**config.mk**
```make
export PLATFORM = sky130hd
export DESIGN_NAME = uart_host_ctrl
export DESIGN_NICKNAME = d
export VERILOG_FILES = /design/src/rtl/uart_host_pkg.sv /design/src/rtl/uart_host_ctrl.sv
export SDC_FILE = /design/constraint.sdc
export NUM_CORES = 1
export LEC_CHECK = 0
export CAP_MARGIN = 30
export CORE_UTILIZATION = 45
export CTS_BUF_LIST = sky130_fd_sc_hd__clkbuf_4
export CTS_CLUSTER_SIZE = 20
export DETAILED_ROUTE_END_ITERATION = 8
export GPL_TIMING_DRIVEN = 0
export PLACE_DENSITY = 0.79
export SETUP_SLACK_MARGIN = 0.15
export SKIP_CTS_REPAIR_TIMING = 1
export SLEW_MARGIN = 30
export SYNTH_ARGS = -nofsm -noshare
export SYNTH_HDL_FRONTEND = slang
export SYNTH_SLANG_ARGS = --single-unit
```
**constraint.sdc**
```tcl
create_clock -name i_clk -period 2.5 [get_ports i_clk]
set_clock_uncertainty 0.2 [all_clocks]
set_input_delay 0.75 -clock i_clk [delete_from_list [all_inputs] [get_ports i_clk]]
set_output_delay 0.75 -clock i_clk [all_outputs]
set_load 0.03 [all_outputs]
```
**src/rtl/uart_host_pkg.sv**
```systemverilog
// Shared types and default constants for the UART host controller.
package uart_host_pkg;

   // Controller FSM states
   typedef enum logic [2:0] {
      StIdle,
      StPoll,
      StStatus,
      StRdAddr,
      StRdData,
      StWrite
   } state_e;

   // Default UART register map
   localparam int unsigned DEF_ADDR_W     = 4;
   localparam logic [3:0]  DEF_ADDR_UDR   = 4'h0;
   localparam logic [3:0]  DEF_ADDR_UCSRA = 4'h1;

   // Default status bit positions inside UCSRA
   localparam int unsigned DEF_RXC_BIT  = 7;
   localparam int unsigned DEF_UDRE_BIT = 5;

endpackage

```
**src/rtl/uart_host_ctrl.sv**
```systemverilog
// Polls a memory-mapped UART, moving one held TX byte into UDR and one received
// byte out of UDR. Receive is serviced ahead of transmit to reduce overrun risk.
module uart_host_ctrl
   import uart_host_pkg::*;
#(
   parameter int unsigned       ADDR_W     = DEF_ADDR_W,
   parameter logic [ADDR_W-1:0] ADDR_UDR   = ADDR_W'(DEF_ADDR_UDR),
   parameter logic [ADDR_W-1:0] ADDR_UCSRA = ADDR_W'(DEF_ADDR_UCSRA),
   parameter int unsigned       RXC_BIT    = DEF_RXC_BIT,
   parameter int unsigned       UDRE_BIT   = DEF_UDRE_BIT
) (
   input  logic              i_clk,
   input  logic              i_rst_n,
   // Host TX stream
   input  logic [7:0]        i_tx_data,
   input  logic              i_tx_valid,
   output logic              o_tx_ready,
   // Host RX stream
   output logic [7:0]        o_rx_data,
   output logic              o_rx_valid,
   input  logic              i_rx_ready,
   // UART register bus
   output logic              o_we,
   output logic [ADDR_W-1:0] o_address,
   output logic [7:0]        o_data,
   input  logic [7:0]        i_data
);

   localparam logic [2:0] RXC_IDX  = RXC_BIT[2:0];
   localparam logic [2:0] UDRE_IDX = UDRE_BIT[2:0];

   state_e            state_q;
   logic              tx_full_q;
   logic              rx_full_q;
   logic [7:0]        tx_buf_q;
   logic [7:0]        rx_data_q;
   logic              we_q;
   logic [ADDR_W-1:0] address_q;
   logic [7:0]        data_q;

   logic status_rxc;
   logic status_udre;

   // Status bits as returned by the UCSRA read; only meaningful in StStatus
   always_comb begin
      status_rxc  = i_data[RXC_IDX];
      status_udre = i_data[UDRE_IDX];
   end

   // FSM, holding registers and bus outputs; bus outputs are registered so they
   // are loaded with the values belonging to the state being entered.
   always_ff @(posedge i_clk or negedge i_rst_n) begin
      if (!i_rst_n) begin
         state_q   <= StIdle;
         tx_full_q <= 1'b0;
         rx_full_q <= 1'b0;
         tx_buf_q  <= 8'h00;
         rx_data_q <= 8'h00;
         we_q      <= 1'b0;
         address_q <= ADDR_UCSRA;
         data_q    <= 8'h00;
      end else begin
         // Host-side handshakes; accept cannot collide with StWrite since
         // tx_full_q is set there, and release cannot collide with capture
         // since a read only starts while rx_full_q is clear.
         if (i_tx_valid && !tx_full_q) begin
            tx_buf_q  <= i_tx_data;
            tx_full_q <= 1'b1;
         end
         if (rx_full_q && i_rx_ready) begin
            rx_full_q <= 1'b0;
         end

         // Bus defaults: status address, no write, zero data
         we_q      <= 1'b0;
         address_q <= ADDR_UCSRA;
         data_q    <= 8'h00;

         case (state_q)
            StIdle: begin
               state_q <= StPoll;
            end
            StPoll: begin
               state_q <= StStatus;
            end
            StStatus: begin
               if (status_rxc && !rx_full_q) begin
                  state_q   <= StRdAddr;
                  address_q <= ADDR_UDR;
               end else if (status_udre && tx_full_q) begin
                  state_q   <= StWrite;
                  we_q      <= 1'b1;
                  address_q <= ADDR_UDR;
                  data_q    <= tx_buf_q;
               end else begin
                  state_q <= StPoll;
               end
            end
            StRdAddr: begin
               state_q   <= StRdData;
               address_q <= ADDR_UDR;
            end
            StRdData: begin
               rx_data_q <= i_data;
               rx_full_q <= 1'b1;
               state_q   <= StPoll;
            end
            StWrite: begin
               tx_full_q <= 1'b0;
               state_q   <= StPoll;
            end
            default: begin
               state_q <= StIdle;
            end
         endcase
      end
   end

   // Output mapping from the registered state
   always_comb begin
      o_tx_ready = ~tx_full_q;
      o_rx_valid = rx_full_q;
      o_rx_data  = rx_data_q;
      o_we       = we_q;
      o_address  = address_q;
      o_data     = data_q;
   end

endmodule
```
==> metrics <==
WP data arrival=between 1 and 1.5 ns; Worst slew margin=about 57%; H-tree levels=2; worst path bufs/invs=1; average size of a mapped cell=about 15 um^2; final core utilization=roughly 69%; dominant synthesized flop cell=dfrtp_1; NetSw=674.9 uW; Post-DRT Antenna Nets=0; critical path fanouts, max=1; IO buf count=39; DP Area=around 1600 um^2; synth top area cells=dfrtp_1 63%, mux2_2 15%, and2_1 4.2%, buf_4 2.5%, dfstp_2 2.2%; Critical Path End Type=output pin; first-pass GRT wire length=around 3.2 mm; DR WL/cell=roughly 13 um; number of top-level pins=43; cell leakage power=slightly below 0.0009 uW; Die Width=roughly 53 um; yosys warns=0; # clock sinks=31; PwrDens=1142 nW/um^2; Place WS=0.1394 ns; synth unique cells=20; Final Cycle Share=between 90% and 100%; CTS tree=yes; Worst-Margin Slew=0.6464 ns; crit path time final=between 2 and 2.5 ns; Remaining DRCs=0; Seq/Total Area, Yosys=65.23%; Async SR Flop Fraction=between 90% and 100%; synthesis-stage register bit count=31; Int Power=1289 uW; Final Net Count=around 150; WL final=around 2.1 mm; die footprint=2857 um^2; cell taking the most area after synthesis=dfrtp_1; most instantiated cells after synthesis=30 x dfrtp_1, 16 x mux2_2, 8 x and2_1; CP Class=reg -> out; unrepaired setup endpoints after global routing=false; post-synth design cell area=about 1200 um^2; via count=759; clk_lat worst skew=0.33 ns; antenna violations before repair=0; WP data required=1.55 ns; GR Layer Usage met2=27.71%; Clk pwr share=about a fifth; final hold vios=0; Sw Share=between 30 and 40%; CP max-delay cell=clkdlybuf4s50_1; drt first pass iters=2; GPL Wtd Cong=0.7576; starting density of the core=47.65%; layout cells sized above 1=approximately a quarter; Std-Cell Rows=18; Final Max Slew Viols=0; drt initial violations=9; Syn-to-layout area delta=44.43%; Final WS setup=just over 0.2 ns; drt via density=between 4 and 5; CP Cell Sequence=clkdlybuf4s50_1; clk root buf=clkbuf_4; max_cap viols=0; most numerous cell in the Yosys netlist=dfrtp_1; vias in the first global route=751; combinational share of power=about two fifths; dpl hpwl=1.516 mm; post-synth top area share=63.03%; total gr overflow=0; Die Ht=53.45 um; CP peak stage delay=about 0.68 ns; Fmax=0.4357 GHz; post-route cell area=approximately 1700 um^2; grt met1 use=17.23%; Min-Delay Path Class=in -> async; n_diodes=0; pin count of the biggest net entering global routing=32; cell family contributing the most delay on the critical path=buffers and inverters; cts bufs inserted=5; Setup Viol. Count Final=0; global route hottest layer=met2; outcome=complete, no violations; clock buffer depth=2; EDFF count, synth=0; CORE AREA=around 2500 um^2; Syn Inst Count=slightly above 80; Tot Pwr=slightly below 2000 uW; maximum VDD drop=0.0007334 V; CP Launch Type=flop; Total GRT Usage=between 10% and 20%; Sequential Power Share=~41%; Clock transition at path regs=0.10 ns; M3 GR Usage=~8.0%
-- worst paths after layout --
| check | cells past startpoint | endpoint | slack, ns | startpoint |
|---|---|---|---|---|
| min in group i_clk | 1 | o_data[4] | 0.29 | tx_buf_q[4] |
| max in group asynchronous | 1 | o_rx_data[0] | 1.44 | i_rst_n |
| hold reg to reg | 1 | o_data[4] | 0.29 | tx_buf_q[4] |
| setup reg to reg | 3 | o_rx_data[0] | 0.83 | state_q[0] |
| hold / removal | 1 | state_q[0] | 0.24 | i_rst_n |
| setup / recovery | 1 | o_data[3] | 0.20 | o_data[3] |
-- final cells by class --
type | count | area (um^2)
buffer | 5 | 35.03
sequential | 31 | 777.0
inverter | 3 | 11.26
tap | 30 | 37.54
fill | 192 | 779.5
multi-input combinational | 44 | 375.4
timing repair buffer | 39 | 407.9
clock buffer | 5 | 37.54
clock inverter | 3 | 38.79
-- per-layer routing --
metal  share of wire [%]  routed length (um)
met2                  48                 993
met4                 1.5                  32
met5                   0                   0
met1                  40                 822
met3                  11                 229
-- flip-flops by register name, indices dropped and copies added, names as in the netlist --
register / flops
o_we: 1
tx_buf_q: 8
o_rx_data: 8
o_data: 8
state_q: 3
tx_full_q: 1
o_rx_valid: 1
o_address: 1
-- power by group through the flow --
stage	sequential [uW]	clock, uW	combinational [uW]
2_1_floorplan	973	0	344
3_3_place_gp	795	0	795
3_5_place_dp	815	0	815
4_1_cts	803	379	816
5_1_grt	821	400	855
6_report	797	370	797
-- cells by family after synthesis --
family                 after synthesis  synth area share [%]
DFF                                 31                 65.23
other                                1                0.3148
AOI/OAI and AO/OA                    5                 3.046
muxes                               17                 15.97
buffers and inverters                8                 3.886
and+or+nand+nor                     19                 11.56
-- stage by stage --
stage	instances	setup TNS, ns	hold slack [ns]
after global routing	160	0	0.2855
final	160	0	0.2398
after detailed placement	152	0	0.2705
after floorplan	83	0	0.2494
after CTS	160	0	0.2614
after global placement	152	-0.4336	0.2597
-- layout by cell type, fill, tap and decap left out, drive strengths merged --
cell | synthesis | final
dfrtp | 30 | 30
clkdlybuf4s50 | 0 | 29
mux2 | 16 | 16
dlymetal6s2s | 0 | 9
and2 | 8 | 8
buf | 5 | 6
clkbuf | 0 | 5
inv | 3 | 3
nor2 | 3 | 3
conb | 1 | 3
nor2b | 2 | 2
nand2 | 2 | 2
a21o | 2 | 2
clkinv | 0 | 2
nand3b | 1 | 1
a21oi | 1 | 1
nand2b | 1 | 1
nor4 | 1 | 1
o21ba | 1 | 1
mux2i | 1 | 1
nor3b | 1 | 1
a31oi | 1 | 1
bufinv | 0 | 1
dfstp | 1 | 1
Note: power is estimated with default switching activity, not from simulation.
